## src/rtl/cache_arb_pkg.sv

```systemverilog
// Shared types and constants for the I/D cache to physical-memory arbiter.
// LINE_W is the cache line width used by both caches and the memory port.
package cache_arb_pkg;

   localparam int unsigned LINE_W = 256;

   typedef enum logic [1:0] {
      IDLE   = 2'd0,
      BUSY_I = 2'd1,
      BUSY_D = 2'd2,
      DONE   = 2'd3
   } arb_state_t;

endpackage : cache_arb_pkg

```

## src/rtl/cache_arbiter.sv

```systemverilog
// Round-robin arbiter sharing one physical-memory port between the I-cache and D-cache.
// The winner's command is registered onto pmem and held until pmem_resp; the response is routed back to the winner only.
import cache_arb_pkg::*;

module cache_arbiter #(
   parameter int WIDTH  = LINE_W,
   parameter int ADDR_W = 32
) (
   input  logic              clk,
   input  logic              rst_n,
   input  logic              i_read,
   input  logic [ADDR_W-1:0] i_addr,
   output logic [WIDTH-1:0]  i_rdata,
   output logic              i_resp,
   input  logic              d_read,
   input  logic              d_write,
   input  logic [ADDR_W-1:0] d_addr,
   input  logic [WIDTH-1:0]  d_wdata,
   output logic [WIDTH-1:0]  d_rdata,
   output logic              d_resp,
   output logic              pmem_read,
   output logic              pmem_write,
   output logic [ADDR_W-1:0] pmem_addr,
   output logic [WIDTH-1:0]  pmem_wdata,
   input  logic [WIDTH-1:0]  pmem_rdata,
   input  logic              pmem_resp
);

   arb_state_t state, state_nxt;
   logic       last_grant, last_grant_nxt;   // 0 = I served last, 1 = D served last
   logic       i_req, d_req;
   logic       grant_i, grant_d;
   logic       ld_i, ld_d, clr_cmd;

   assign i_req   = i_read;
   assign d_req   = d_read | d_write;
   // On contention the requester that did not win last time is chosen.
   assign grant_d = d_req & (~i_req | ~last_grant);
   assign grant_i = i_req & ~grant_d;

   always_comb begin
      state_nxt      = state;
      last_grant_nxt = last_grant;
      ld_i           = 1'b0;
      ld_d           = 1'b0;
      clr_cmd        = 1'b0;
      i_resp         = 1'b0;
      d_resp         = 1'b0;
      case (state)
         IDLE: begin
            if (grant_d) begin
               ld_d           = 1'b1;
               last_grant_nxt = 1'b1;
               state_nxt      = BUSY_D;
            end else if (grant_i) begin
               ld_i           = 1'b1;
               last_grant_nxt = 1'b0;
               state_nxt      = BUSY_I;
            end
         end
         BUSY_I: begin
            if (pmem_resp) begin
               i_resp    = 1'b1;
               clr_cmd   = 1'b1;
               state_nxt = DONE;
            end
         end
         BUSY_D: begin
            if (pmem_resp) begin
               d_resp    = 1'b1;
               clr_cmd   = 1'b1;
               state_nxt = DONE;
            end
         end
         DONE:    state_nxt = IDLE;
         default: state_nxt = IDLE;
      endcase
   end

   always_ff @(posedge clk or negedge rst_n) begin
      if (!rst_n) begin
         state      <= IDLE;
         last_grant <= 1'b1;
      end else begin
         state      <= state_nxt;
         last_grant <= last_grant_nxt;
      end
   end

   // Command registers load only on a grant, so requester inputs never reach pmem combinationally.
   always_ff @(posedge clk or negedge rst_n) begin
      if (!rst_n) begin
         pmem_read  <= 1'b0;
         pmem_write <= 1'b0;
         pmem_addr  <= '0;
         pmem_wdata <= '0;
      end else if (ld_i) begin
         pmem_read  <= 1'b1;
         pmem_write <= 1'b0;
         pmem_addr  <= i_addr;
      end else if (ld_d) begin
         pmem_read  <= d_read & ~d_write;
         pmem_write <= d_write;
         pmem_addr  <= d_addr;
         pmem_wdata <= d_wdata;
      end else if (clr_cmd) begin
         pmem_read  <= 1'b0;
         pmem_write <= 1'b0;
      end
   end

   assign i_rdata = pmem_rdata;
   assign d_rdata = pmem_rdata;

endmodule : cache_arbiter

```

## config.mk

```make
export PLATFORM = sky130hd
export DESIGN_NAME = cache_arbiter
export DESIGN_NICKNAME = d
export VERILOG_FILES = /design/src/rtl/cache_arb_pkg.sv /design/src/rtl/cache_arbiter.sv
export SDC_FILE = /design/constraint.sdc
export NUM_CORES = 1
export LEC_CHECK = 0
export BUFFER_PORTS_ARGS = -buffer_cell sky130_fd_sc_hd__buf_2
export CORE_AREA = 2 2 541 543
export DETAILED_ROUTE_END_ITERATION = 8
export DIE_AREA = 0 0 543 545
export PLACE_DENSITY = 0.3
export SLEW_MARGIN = 20
export SYNTH_ARGS = -nofsm -noshare
export SYNTH_HDL_FRONTEND = slang
export SYNTH_SLANG_ARGS = --single-unit
```

## constraint.sdc

```tcl
create_clock -name clk -period 2.49 [get_ports clk]
set_clock_uncertainty 0.1 [all_clocks]
set_input_delay 0.249 -clock clk [delete_from_list [all_inputs] [get_ports clk]]
set_output_delay 0.249 -clock clk [all_outputs]
set_load 0.05 [all_outputs]
```

# Word-level counts from Yosys, hierarchy flattened
# Cells that the tools add are included.
dict set report classes {
  add_sub_neg 0
  multipliers 0
  n_div 0
  magnitude_cmp 0
  n_eq_ne 5
  n_shift 0
  mux 22
  bitwise_logic 10
  reduce_logical 8
}
# cell n
set op_table {}
lappend op_table {{32-bit two-way mux} 2}
lappend op_table {{1-bit two-way mux} 16}
lappend op_table {{2-bit two-way mux} 3}
lappend op_table {{2-bit case mux with 3 select lines} 1}
lappend op_table {{2-bit AND reduction} 3}
lappend op_table {{1-bit inverter} 5}
lappend op_table {{2-bit equality test (second input constant)} 2}
lappend op_table {{2-bit nonzero test} 2}
lappend op_table {{1-bit AND} 3}
lappend op_table {{3-bit != test (second input constant)} 1}
lappend op_table {{3-bit nonzero test} 1}
lappend op_table {{2-bit by 1-bit equality test with 1-bit output (second input constant)} 1}
lappend op_table {{2-bit logical NOT} 1}
lappend op_table {{2-bit by 1-bit != test with 1-bit output (second input constant)} 1}
lappend op_table {{1-bit OR} 2}
lappend op_table {{2-bit OR reduction} 1}
dict set report word_totals {
  ff_bits 293
  latch_bits 0
  ramBits 0
  romBits 0
  input_bits 582
  output_inout_bits 804
  wordCells 51
  mem_count 0
}

# Logic depth before layout (Yosys ltp)
dict set report depth {
  ltp_word 10
  mapped_depth 8
  mapped_depth_nobuf 5
}

# Worst setup path before layout
# Ideal clock, no wire load.
dict set report synth_path {
  kind {flip-flop to flip-flop}
  startpoint {reg state[0]}
  endpoint {reg pmem_addr[10]}
  setup_ns 0.082
  arrival_time_ns 1.593
  required_time_ns 2.308
  setup_slack_ns 0.715
  stages_incl_launch_ff 9
  path_buffers 3
  synth_period_minus_slack_ns 1.775
  cell_sequence {dfrtp_1 inv_1 ha_1 buf_2 and2_1 clkbuf_1 clkbuf_1 nand3_1 a31oi_1}
}
dict set report synth_between {
  elab_chain_len 3
  elab_cells_between_ends 5
  cone_classes {mux: 3; reduce/logical: 2}
}
# element line_no
set synth_lines {}
lappend synth_lines {{start: declaration} cache_arbiter.sv:29} ;# arb_state_t state, state_nxt;
lappend synth_lines {{start signal: assignment} cache_arbiter.sv:85} ;# state <= state_nxt;
lappend synth_lines {{2-bit logical NOT (*)} cache_arbiter.sv:49} ;# case (state)
lappend synth_lines {{1-bit two-way mux} cache_arbiter.sv:49}
lappend synth_lines {{32-bit two-way mux or 2-bit nonzero test (tied branches)} n/a}
lappend synth_lines {{end signal: assignment} cache_arbiter.sv:100} ;# pmem_addr <= i_addr;
lappend synth_lines {{end signal: assignment} cache_arbiter.sv:104} ;# pmem_addr <= d_addr;
lappend synth_lines {{end: declaration} cache_arbiter.sv:23} ;# output logic [ADDR_W-1:0] pmem_addr,
# Every way passes the cells marked *; elsewhere a longest branch is shown, timed or not.
# A chain may end at the register's enable or synchronous reset.

# Final worst setup path
dict set report layout_path {
  startpoint {reg state[1]}
  endpoint {reg pmem_addr[22]}
}
# Same word-level chain as after synthesis.

==> impl_table.tex <==
\begin{tabular}{lr}
\hline
Metric & Value \\
\hline
\multicolumn{2}{l}{\textbf{Outcome}} \\
\quad Status & completed \\
\multicolumn{2}{l}{\textbf{Power}} \\
\quad Power density over the cells & 1430 nW/um\^{}2 \\
\quad Leakage & 10.2 nW \\
\quad Clock share of power & 15.5\% \\
\quad Worst IR Drop VDD & 0.806 mV \\
\quad Overall power consumption & 35.9 mW \\
\quad Switch share & 50.8\% \\
\quad Cell internal pwr & 17.7 mW \\
\quad Switching power of the nets & 18.2 mW \\
\quad Share of power burned in combinational logic & 60.1\% \\
\quad Sequential share of power & 24.4\% \\
\multicolumn{2}{l}{\textbf{STA}} \\
\quad Fin. max-slew vios & 0 \\
\quad RSZ-0062 raised after global routing & no \\
\quad Worst Max-Slew Pin Slew & 0.507 ns \\
\quad Finish-stage setup viols & 0 \\
\quad Final Cycle Share & 95.5\% \\
\quad Fmax & 420 MHz \\
\quad Setup tns final & 0 ns \\
\quad Final Hold Vio Count & 0 \\
\quad Relative max-transition margin & 66.4\% \\
\quad Time the final worst path needs with I/O delays and setup & 2.38 ns \\
\multicolumn{2}{l}{\textbf{Floorplanning}} \\
\quad Starting density of the core & 5.58\% \\
\quad Floorplan core area & 290000 sq um \\
\quad Width of the die & 543 um \\
\quad Die Footprint & 296000 sq um \\
\quad Ports & 1386 \\
\quad Vert. Die Dim & 545 um \\
\quad Site Rows & 198 \\
\multicolumn{2}{l}{\textbf{Placed design}} \\
\quad Number of buffer cells added on primary ports & 617 \\
\quad Routability congestion estimate & 0.743 \\
\quad Placed wire-length estimate & 119000 um \\
\multicolumn{2}{l}{\textbf{CTS}} \\
\quad Clock sinks & 293 \\
\quad Clock tree from TritonCTS & built \\
\quad Inserted Clock Buffers & 37 \\
\quad Max Root-Sink Buffers & 3 \\
\quad Insertion delay of the later-clocked pin in the worst-skew pair & 0.59 ns \\
\quad CTS H-tree lvls & 2 \\
\quad Clk slew on worst S/H paths & 0.06 ns \\
\quad Clock Tree Root & clkbuf\_16 \\
\quad Setup repair bufs after CTS & 0 \\
\multicolumn{2}{l}{\textbf{Critical path}} \\
\quad Critical path class & reg -> reg \\
\quad Ordered cell list for the critical path & inv\_1, ha\_1, buf\_6, nand2\_1, buf\_12, o21ai\_0, a31oi\_1, dlygate4sd3\_1 \\
\quad Critical path arrival & 2.75 ns \\
\quad Nature of the critical path endpoint & flop \\
\quad Data required time of the critical path & 2.86 ns \\
\quad Category of the worst setup path launch point & flop \\
\quad Standard cell with the maximum stage delay on the critical path & dlygate4sd3\_1 \\
\quad CP delay by family, top & buffers and inverters \\
\quad WP buf/inv & 4 \\
\quad Max Fanout on Critical Path & 31 \\
\quad Delay of the slowest cell on the worst path & 0.57 ns \\
\multicolumn{2}{l}{\textbf{Layout}} \\
\quad Most frequent standard cell in the layout excluding fill and tap cells & buf\_2 \\
\quad Synthesis-to-layout area growth & 54.6\% \\
\quad Fraction of layout instances using a drive strength above 1 & 55.8\% \\
\quad Commonest cells after routing, fill and taps aside & buf\_2 (616), dlygate4sd3\_1 (327), dfrtp\_1 (292), mux2\_4 (229), clkbuf\_16 (41) \\
\quad Number of nets in the finished design & 2321 \\
\multicolumn{2}{l}{\textbf{Synthesis}} \\
\quad Total of flip-flops plus latches after synthesis & 293 \\
\quad Cell area after technology mapping & 16200 sq um \\
\quad Distinct cell type count after synthesis & 29 \\
\quad Average size of a mapped cell & 12.7 sq um \\
\quad Total of warnings raised by yosys & 0 \\
\quad Post-synth top area share & 45.1\% \\
\quad Syn\_nets & 1858 \\
\quad Post-synthesis instance total & 1273 \\
\quad Cell taking the most area after synthesis & dfrtp\_1 \\
\quad Sequential area share after synthesis & 45.3\% \\
\quad Top post-synthesis cells by area & dfrtp\_1 (45\%), buf\_4 (24\%), mux2\_4 (21\%) \\
\multicolumn{2}{l}{\textbf{Global route}} \\
\quad Wire length of the first global-routing pass & 159000 um \\
\quad Number of global-route vias before repair & 11900 \\
\quad Number of antenna violations at the first check in global routing & 18 \\
\quad Pin count of the biggest net entering global routing & 71 \\
\quad Congestion Overflow GR & 0 \\
\quad GRT Total Usage & 8.53\% \\
\multicolumn{2}{l}{\textbf{Route}} \\
\quad Number of vias per cell & 2.00 \\
\quad 1st-iter DRT viols & 606 \\
\quad Final ANT Viol Nets & 0 \\
\quad Vias after detailed routing & 11400 \\
\quad TritonRoute pass-1 iters & 5 \\
\quad Wire length per cell & 23.9 um \\
\quad DRT Wirelength & 135000 um \\
\quad Remaining routing DRC violations & 0 \\
\multicolumn{2}{l}{\textbf{Worst hold path}} \\
\quad Type of the tightest min-delay check & in -> async \\
\multicolumn{2}{l}{\textbf{Job}} \\
\quad Maximum Capacitance Violations & 0 \\
\hline
\end{tabular}
Yosys cell counts, drive strengths merged:
cell / n
buf: 547
dfrtp: 292
mux2: 256
o21ai: 33
a31oi: 32
nand3: 32
nor2: 32
clkbuf: 16
inv: 5
a22o: 4
and2: 4
a21oi: 3
ha: 3
a2bb2oi: 2
nand2: 2
nand2b: 2
a21boi: 1
a222oi: 1
dfstp: 1
nor2b: 1
nor3: 1
o21ba: 1
o21bai: 1
o31a: 1
cell type report:
class	instances	area, sq um
inverter	5	18.8
timing repair buffer	987	6980
clock buffer	53	1080
sequential	293	7330
fill	33700	265000
antenna	1	2.50
multi-input combinational	412	4620
tap	3900	4880
clock inverter	13	145
power groups by stage:
| stage | Sequential (mW) | Combinational [mW] | Clock, mW |
|---|---|---|---|
| floorplan | 17.1 | 8.29 | 0 |
| global placement | 8.85 | 20.7 | 0 |
| detailed placement | 8.86 | 20.8 | 0 |
| CTS | 8.79 | 21.7 | 5.84 |
| global route | 9.07 | 22.8 | 5.96 |
| finish | 8.75 | 21.6 | 5.57 |
cells by family (layout without fill, tap and decap cells):
family / count (synthesis) / in the layout / share of synthesized area, %
buf+inv: 568 / 1058 / 26.3
flops: 293 / 293 / 45.3
mux: 256 / 256 / 23.1
compound gates: 79 / 79 / 2.98
simple gates: 74 / 74 / 2.08
fa+ha+maj: 3 / 3 / 0.232
other cells: 0 / 1 / 0
worst paths after layout:
kind                           startpoint             end  slack (ns)  depth (start not counted)
setup / recovery                 state[1]   pmem_addr[22]        0.11                          8
hold / removal                      rst_n  pmem_wdata[76]        0.07                          2
setup reg to reg                 state[1]   pmem_addr[22]        0.11                          8
hold reg to reg            pmem_wdata[21]  pmem_wdata[21]        0.40                          1
max in group asynchronous           rst_n   pmem_addr[25]        1.47                          3
min in group clk              d_wdata[45]  pmem_wdata[45]        0.32                          3
sequential cells by signal, summed over array words and instances, names as in the netlist:
name	cells
pmem_read	1
pmem_wdata	256
pmem_write	1
state	2
pmem_addr	32
last_grant	1
metal layers:
layer / routed length [um] / up-vias / track usage, %
met5: 0 / - / 0
met4: 3530 / 0 / 2.31
met3: 33700 / 147 / 9.88
met2: 69900 / 1324 / 15.6
met1: 28200 / 5207 / 5.06
li1: - / 4678 / -
through the flow:
stage	util [%]	setup slack (ns)	hold WS, ns	area, sq um	cells
after global routing	8.64	0.00964	0.0552	25100	5664
after global placement	7.05	0.457	0.0924	20400	5266
after CTS	8.59	0.0558	0.0325	24900	5659
final	8.64	0.111	0.0676	25100	5664
after floorplan	-	0.715	-0.147	16200	1273
after detailed placement	7.05	0.448	0.0963	20400	5266
worst register-to-register path: stages (launching register included):
cell,delay [ns]
dfrtp_1,0.41
inv_1,0.09
ha_1,0.18
buf_6,0.16
nand2_1,0.12
buf_12,0.19
o21ai_0,0.31
a31oi_1,0.12
dlygate4sd3_1,0.57
timing repair:
item	in CTS	in global routing
hold endpoints to repair	585	0
setup endpoints to repair	0	27
hold buffers	327	0
resized for setup	0	6
(Power assumes the default switching activity.)
